$ cat src/rtl/panel_pkg.sv
// rtl/panel_pkg.sv - shared state type, segment constants and digit decoder for the maintenance panel
package panel_pkg;

    typedef enum logic [1:0] {
        NORMAL = 2'd0,
        ALERT  = 2'd1,
        REQ    = 2'd2,
        WAIT   = 2'd3
    } panel_state_e;

    localparam logic [6:0] SEG_DASH  = 7'b0111111;
    localparam logic [6:0] SEG_BLANK = 7'b1111111;

    localparam int unsigned BCD_ITERS = 8;

    // Active-low segments ordered {g,f,e,d,c,b,a}
    function automatic logic [6:0] digit_to_seg(input logic [3:0] d);
        logic [6:0] s;
        case (d)
            4'd0:    s = 7'b1000000;
            4'd1:    s = 7'b1111001;
            4'd2:    s = 7'b0100100;
            4'd3:    s = 7'b0110000;
            4'd4:    s = 7'b0011001;
            4'd5:    s = 7'b0010010;
            4'd6:    s = 7'b0000010;
            4'd7:    s = 7'b1111000;
            4'd8:    s = 7'b0000000;
            4'd9:    s = 7'b0010000;
            default: s = SEG_BLANK;
        endcase
        return s;
    endfunction

endpackage

$ cat src/rtl/bin2bcd_seq.sv
// rtl/bin2bcd_seq.sv - sequential 8-bit double-dabble converter, one shift-add-3 step per cycle
module bin2bcd_seq (
    input  logic        clk,
    input  logic        rst,
    input  logic        start,
    input  logic [7:0]  bin,
    output logic        done,
    output logic [11:0] bcd
);
    import panel_pkg::*;

    logic [7:0]  sh_q, sh_d;
    logic [11:0] acc_q, acc_d;
    logic [11:0] adj;
    logic [2:0]  it_q, it_d;
    logic        busy_q, busy_d;
    logic        done_q, done_d;

    always_comb begin
        adj = acc_q;
        for (int i = 0; i < 3; i++) begin
            if (acc_q[i*4 +: 4] >= 4'd5) begin
                adj[i*4 +: 4] = acc_q[i*4 +: 4] + 4'd3;
            end
        end

        sh_d   = sh_q;
        acc_d  = acc_q;
        it_d   = it_q;
        busy_d = busy_q;
        done_d = 1'b0;

        // A new start always wins, so a changed input restarts cleanly
        if (start) begin
            sh_d   = bin;
            acc_d  = '0;
            it_d   = '0;
            busy_d = 1'b1;
        end else if (busy_q) begin
            {acc_d, sh_d} = {adj[10:0], sh_q, 1'b0};
            it_d          = it_q + 3'd1;
            if (it_q == 3'(BCD_ITERS - 1)) begin
                busy_d = 1'b0;
                done_d = 1'b1;
            end
        end
    end

    always_ff @(posedge clk or posedge rst) begin
        if (rst) begin
            sh_q   <= '0;
            acc_q  <= '0;
            it_q   <= '0;
            busy_q <= 1'b0;
            done_q <= 1'b0;
        end else begin
            sh_q   <= sh_d;
            acc_q  <= acc_d;
            it_q   <= it_d;
            busy_q <= busy_d;
            done_q <= done_d;
        end
    end

    assign done = done_q;
    assign bcd  = acc_q;

endmodule

$ cat src/rtl/panel_mantenimiento.sv
// rtl/panel_mantenimiento.sv - operator panel: button debounce, alert FSM and BCD display
// Optional WAIT-state timeout back to ALERT under macro PANEL_WAIT_TIMEOUT_EN.
module panel_mantenimiento #(
    parameter int unsigned DEB_CYCLES     = 4,
    parameter int unsigned BLINK_HALF     = 8,
    parameter logic [7:0]  ALERT_CODE     = 8'hFF,
    parameter int unsigned TIMEOUT_CYCLES = 16
) (
    input  logic       clk,
    input  logic       rst,
    input  logic [7:0] msg,
    input  logic       btn,
    output logic       M,
    output logic       alert_led,
    output logic [6:0] hex2,
    output logic [6:0] hex1,
    output logic [6:0] hex0
);
    import panel_pkg::*;

    localparam int DEB_W = $clog2(DEB_CYCLES + 1);
    localparam int BLK_W = $clog2(BLINK_HALF + 1);

    logic             sync1_q, sync1_d;
    logic             sync2_q, sync2_d;
    logic             db_q, db_d;
    logic             db_dly_q, db_dly_d;
    logic [DEB_W-1:0] deb_cnt_q, deb_cnt_d;
    logic             press;

    panel_state_e     state_q, state_d;
    logic [BLK_W-1:0] blink_cnt_q, blink_cnt_d;
    logic             led_q, led_d;
    logic             m_q, m_d;

    logic [7:0]       shown_q, shown_d;
    logic [7:0]       tgt_q, tgt_d;
    logic             busy_q, busy_d;
    logic [11:0]      dig_q, dig_d;
    logic [6:0]       hex2_q, hex2_d;
    logic [6:0]       hex1_q, hex1_d;
    logic [6:0]       hex0_q, hex0_d;

    logic             conv_start;
    logic             conv_done;
    logic [11:0]      conv_bcd;

`ifdef PANEL_WAIT_TIMEOUT_EN
    localparam int TMO_W = $clog2(TIMEOUT_CYCLES + 1);
    logic [TMO_W-1:0] tmo_cnt_q, tmo_cnt_d;
`endif

    bin2bcd_seq u_bcd (
        .clk   (clk),
        .rst   (rst),
        .start (conv_start),
        .bin   (msg),
        .done  (conv_done),
        .bcd   (conv_bcd)
    );

    always_comb begin
        sync1_d   = btn;
        sync2_d   = sync1_q;
        db_d      = db_q;
        deb_cnt_d = '0;
        // Counter only advances while the synced level disagrees; any agreement restarts it
        if (sync2_q != db_q) begin
            if (deb_cnt_q == DEB_W'(DEB_CYCLES - 1)) begin
                db_d = sync2_q;
            end else begin
                deb_cnt_d = deb_cnt_q + DEB_W'(1);
            end
        end
        db_dly_d = db_q;
        press    = db_q & ~db_dly_q;

        state_d     = state_q;
        m_d         = 1'b0;
        led_d       = led_q;
        blink_cnt_d = blink_cnt_q;
`ifdef PANEL_WAIT_TIMEOUT_EN
        tmo_cnt_d   = '0;
`endif
        case (state_q)
            NORMAL: begin
                led_d       = 1'b0;
                blink_cnt_d = '0;
                if (msg == ALERT_CODE) begin
                    state_d = ALERT;
                    led_d   = 1'b1;
                end
            end
            ALERT: begin
                if (press) begin
                    state_d     = REQ;
                    m_d         = 1'b1;
                    led_d       = 1'b1;
                    blink_cnt_d = '0;
                end else if (blink_cnt_q == BLK_W'(BLINK_HALF - 1)) begin
                    led_d       = ~led_q;
                    blink_cnt_d = '0;
                end else begin
                    blink_cnt_d = blink_cnt_q + BLK_W'(1);
                end
            end
            REQ: begin
                state_d = WAIT;
                led_d   = 1'b1;
            end
`ifdef PANEL_WAIT_TIMEOUT_EN
            WAIT: begin
                led_d = 1'b1;
                if (msg != ALERT_CODE) begin
                    state_d = NORMAL;
                    led_d   = 1'b0;
                end else if (tmo_cnt_q == TMO_W'(TIMEOUT_CYCLES - 1)) begin
                    state_d     = ALERT;
                    blink_cnt_d = '0;
                end else begin
                    tmo_cnt_d = tmo_cnt_q + TMO_W'(1);
                end
            end
`else
            WAIT: begin
                led_d = 1'b1;
                if (msg != ALERT_CODE) begin
                    state_d = NORMAL;
                    led_d   = 1'b0;
                end
            end
`endif
            default: state_d = NORMAL;
        endcase

        // Conversions only run in NORMAL; leaving it abandons any in flight
        conv_start = 1'b0;
        busy_d     = busy_q;
        tgt_d      = tgt_q;
        shown_d    = shown_q;
        dig_d      = dig_q;
        if (state_q != NORMAL) begin
            busy_d = 1'b0;
        end else begin
            if (busy_q && conv_done) begin
                shown_d = tgt_q;
                dig_d   = conv_bcd;
                busy_d  = 1'b0;
            end
            if (msg != ALERT_CODE && (busy_q ? (msg != tgt_q) : (msg != shown_q))) begin
                conv_start = 1'b1;
                tgt_d      = msg;
                busy_d     = 1'b1;
            end
        end

        if (state_d != NORMAL) begin
            hex2_d = SEG_DASH;
            hex1_d = SEG_DASH;
            hex0_d = SEG_DASH;
        end else begin
            hex2_d = digit_to_seg(dig_d[11:8]);
            hex1_d = digit_to_seg(dig_d[7:4]);
            hex0_d = digit_to_seg(dig_d[3:0]);
        end
    end

    always_ff @(posedge clk or posedge rst) begin
        if (rst) begin
            sync1_q     <= 1'b0;
            sync2_q     <= 1'b0;
            db_q        <= 1'b0;
            db_dly_q    <= 1'b0;
            deb_cnt_q   <= '0;
            state_q     <= NORMAL;
            blink_cnt_q <= '0;
            led_q       <= 1'b0;
            m_q         <= 1'b0;
            shown_q     <= '0;
            tgt_q       <= '0;
            busy_q      <= 1'b0;
            dig_q       <= '0;
            hex2_q      <= 7'b1000000;
            hex1_q      <= 7'b1000000;
            hex0_q      <= 7'b1000000;
`ifdef PANEL_WAIT_TIMEOUT_EN
            tmo_cnt_q   <= '0;
`endif
        end else begin
            sync1_q     <= sync1_d;
            sync2_q     <= sync2_d;
            db_q        <= db_d;
            db_dly_q    <= db_dly_d;
            deb_cnt_q   <= deb_cnt_d;
            state_q     <= state_d;
            blink_cnt_q <= blink_cnt_d;
            led_q       <= led_d;
            m_q         <= m_d;
            shown_q     <= shown_d;
            tgt_q       <= tgt_d;
            busy_q      <= busy_d;
            dig_q       <= dig_d;
            hex2_q      <= hex2_d;
            hex1_q      <= hex1_d;
            hex0_q      <= hex0_d;
`ifdef PANEL_WAIT_TIMEOUT_EN
            tmo_cnt_q   <= tmo_cnt_d;
`endif
        end
    end

    assign M         = m_q;
    assign alert_led = led_q;
    assign hex2      = hex2_q;
    assign hex1      = hex1_q;
    assign hex0      = hex0_q;

endmodule

$ cat config.mk
export PLATFORM = sky130hd
export DESIGN_NAME = panel_mantenimiento
export DESIGN_NICKNAME = d
export VERILOG_FILES = /design/src/rtl/panel_pkg.sv /design/src/rtl/bin2bcd_seq.sv /design/src/rtl/panel_mantenimiento.sv
export SDC_FILE = /design/constraint.sdc
export NUM_CORES = 1
export LEC_CHECK = 0
export ABC_AREA = 1
export CORE_MARGIN = 2
export CORE_UTILIZATION = 63
export DETAILED_ROUTE_END_ITERATION = 6
export PLACE_DENSITY = 0.85
export RECOVER_POWER = 100
export SLEW_MARGIN = 20
export SYNTH_ARGS = -nofsm -noshare
export SYNTH_HDL_FRONTEND = slang
export SYNTH_SLANG_ARGS = --single-unit
export TNS_END_PERCENT = 30
$ cat constraint.sdc
create_clock -name clk -period 4.1 [get_ports clk]
set_input_delay 0.615 -clock clk [delete_from_list [all_inputs] [get_ports clk]]
set_output_delay 0.615 -clock clk [all_outputs]
set_load 0.01 [all_outputs]
==> results.txt <==
Syn Inst Count -> 530
Total area of sequential cells -> 0.00226 mm^2
WS Path Type -> reg -> reg
Leak Pwr -> 2.63 nW
Avg Cell Area, Syn -> 8.73 um^2
Post-CTS Setup Repair Bufs -> 0
Post-cts hold buffer count -> 0
M2 GR Usage -> 39.7%
Die height -> 89.7 um
Layout cells sized above 1 -> 6.51%
Cell variety after synth -> 34
Seq/Total Area, Yosys -> 48.7%
R2R Setup Slk -> 1230 ps
Core Area -> 0.00718 mm^2
DRT Pass-1 Iters -> 4
Initial Util -> 64.5%
F_max -> 0.348 GHz
Req. time, crit path -> 4340 ps
Initial drt markers -> 145
Syn Std Cell Area -> 0.00463 mm^2
Post-CTS resize count -> 0
Die X -> 89.7 um
CP Capture Type -> register
Period utilisation layout -> 70.0%
CP max FO -> 40
Hold Vio Cnt, Final -> 0
Initial antenna violation count -> 0
Synth Net Count -> 566
Outcome -> completed
FILL cells -> 561
WL per Instance -> 12.7 um
PwrDens -> 600 mW/mm^2
Total global routing overflow -> 0
Yosys warns -> 0
Routability cong. -> 0.856
Synth Register Bits -> 90
Multi-input combinational cell area -> 0.00180 mm^2
Vias per cell -> 5.22
Vias in the first global route -> 3412
Startpoint types -> register
Fin nets -> 599
Clock root buffer -> clkbuf_8
Most frequent cells in the layout -> nand2_1 (136), dfrtp_1 (87), inv_1 (76)
GR peak layer -> met2
Total Neg Setup Slack -> 0 ps
Final core area utilization -> 69.9%
All-Layer GR Usage -> 22.9%
Clock Sink Count -> 90
DRC -> 0
Max transition margin -> 4.91%
Unrepaired setup endpoints after global routing -> no
Largest net degree at the start of global routing -> 41
Setup violations, final -> 0
CTS tree -> yes
IO buf count -> 33
Max-Cap Viols -> 0
First-pass GRT wire length -> 15300 um
Vias -> 3484
Routed Antenna Nets -> 0
Buffer levels on the longest clock path -> 2
DPL Wire Length -> 6010 um
IO Count -> 34
H-tree depth -> 3
Tmin final -> 2870 ps
M3 GR Usage -> 4.02%
Met1 Usage GRT -> 29.4%
Layout Skew -> 10.7 ps
Worst hold path class -> reg -> reg
TritonCTS Buffers -> 9
Drt total wl -> 8470 um
Worst skew pair latency -> 360 ps
Final Max Slew Viols -> 0
Max IR drop VDD -> 0.430 mV
CP arrival -> 3110 ps
Most common cell after layout, fill and taps aside -> nand2_1
Inserted Diodes -> 0
Area growth syn-to-layout -> 8.38%
Worst-margin pin slew -> 1430 ps
Die Area -> 0.00805 mm^2
Worst-path clk slew -> 90 ps
# rows -> 31
report_power, final:
part           switching [mW]  total [mW]  internal (mW)
Clock                   0.315       0.555          0.240
Sequential              0.140        1.31           1.17
Combinational           0.710        1.15          0.435
path summary, 6_finish.rpt:
| kind | cells after the start | startpoint | endpoint |
|---|---|---|---|
| setup / recovery | 7 | busy_q | hex1[5] |
| max in group asynchronous | 3 | rst | dig_q[8] |
| hold reg to reg | 0 | sync1_q | sync2_q |
| hold / removal | 0 | sync1_q | sync2_q |
| setup reg to reg | 7 | busy_q | hex1[5] |
| min in group asynchronous | 2 | rst | deb_cnt_q[2] |
critical path, cell delays in order, from the launching register on:
cell      delay, ps
dfrtp_1         620
nand3_4         410
o21ai_0         670
clkinv_1        320
ha_1            260
or2_2           310
nand3_1          70
nand2_1          60
Yosys cell counts, drive strengths merged:
master / count / area share, %
xnor2: 2 / 0.38
nand2: 140 / 12
dfrtp: 87 / 47
nand4: 3 / 0.41
clkinv: 1 / 0.081
nor3: 2 / 0.22
o31ai: 1 / 0.16
nand3b: 3 / 0.49
a21oi: 19 / 2.7
and2: 3 / 0.57
mux2i: 2 / 0.43
inv: 83 / 6.8
or2: 3 / 0.41
ha: 25 / 6.8
clkbuf: 5 / 0.41
buf: 8 / 1.9
o311ai: 1 / 0.19
xor2: 4 / 0.76
o21ai: 61 / 8.3
nand3: 45 / 5.1
a22o: 1 / 0.19
nor2: 26 / 2.8
o211ai: 2 / 0.32
dfstp: 3 / 1.7
kinds of logic (layout without fill, tap and decap cells):
kind of cell    Yosys count  count (layout)  synth area share [%]
flops                    90              90                  48.7
xor+xnor                  6               6                  1.14
fa+ha+maj                25              25                  6.76
compound gates           85              85                  11.9
buf+inv                  97             135                  9.22
simple gates            225             225                  21.9
mux                       2               2                 0.432
layer usage:
| layer | vias to the layer above | wire length, um |
|---|---|---|
| li1 | 1743 | - |
| met5 | - | 0 |
| met3 | 10 | 254 |
| met4 | 0 | 121 |
| met2 | 65 | 4260 |
| met1 | 1666 | 3830 |
through the flow:
stage               total power [mW]  hold slack [ps]  instances  worst slack [ps]  area [um^2]
floorplan                       2.24              331        530              1150         4630
global placement                2.57              335        651              1620         4990
detailed placement              2.62              347        651              1500         4990
CTS                             3.18              368        667              1470         5170
global route                    3.28              374        667               821         5020
finish                          3.01              361        667              1230         5020
registers in the layout (all words and copies together) (netlist names), 4 cells and up:
| name | flops |
|---|---|
| u_bcd.bcd | 12 |
| hex2 | 7 |
| shown_q | 8 |
| dig_q | 12 |
| hex0 | 7 |
| blink_cnt_q | 4 |
| u_bcd.sh_q | 8 |
| hex1 | 7 |
| tgt_q | 8 |
final cells by class:
cell class                 count  area share (%)
multi-input combinational    343            35.8
clock inverter                 5           0.798
sequential                    90            45.0
timing repair buffer          35            6.81
tap                           99            2.47
inverter                      84            6.36
clock buffer                  11            2.82
Note: power is estimated with default switching activity, not from simulation.
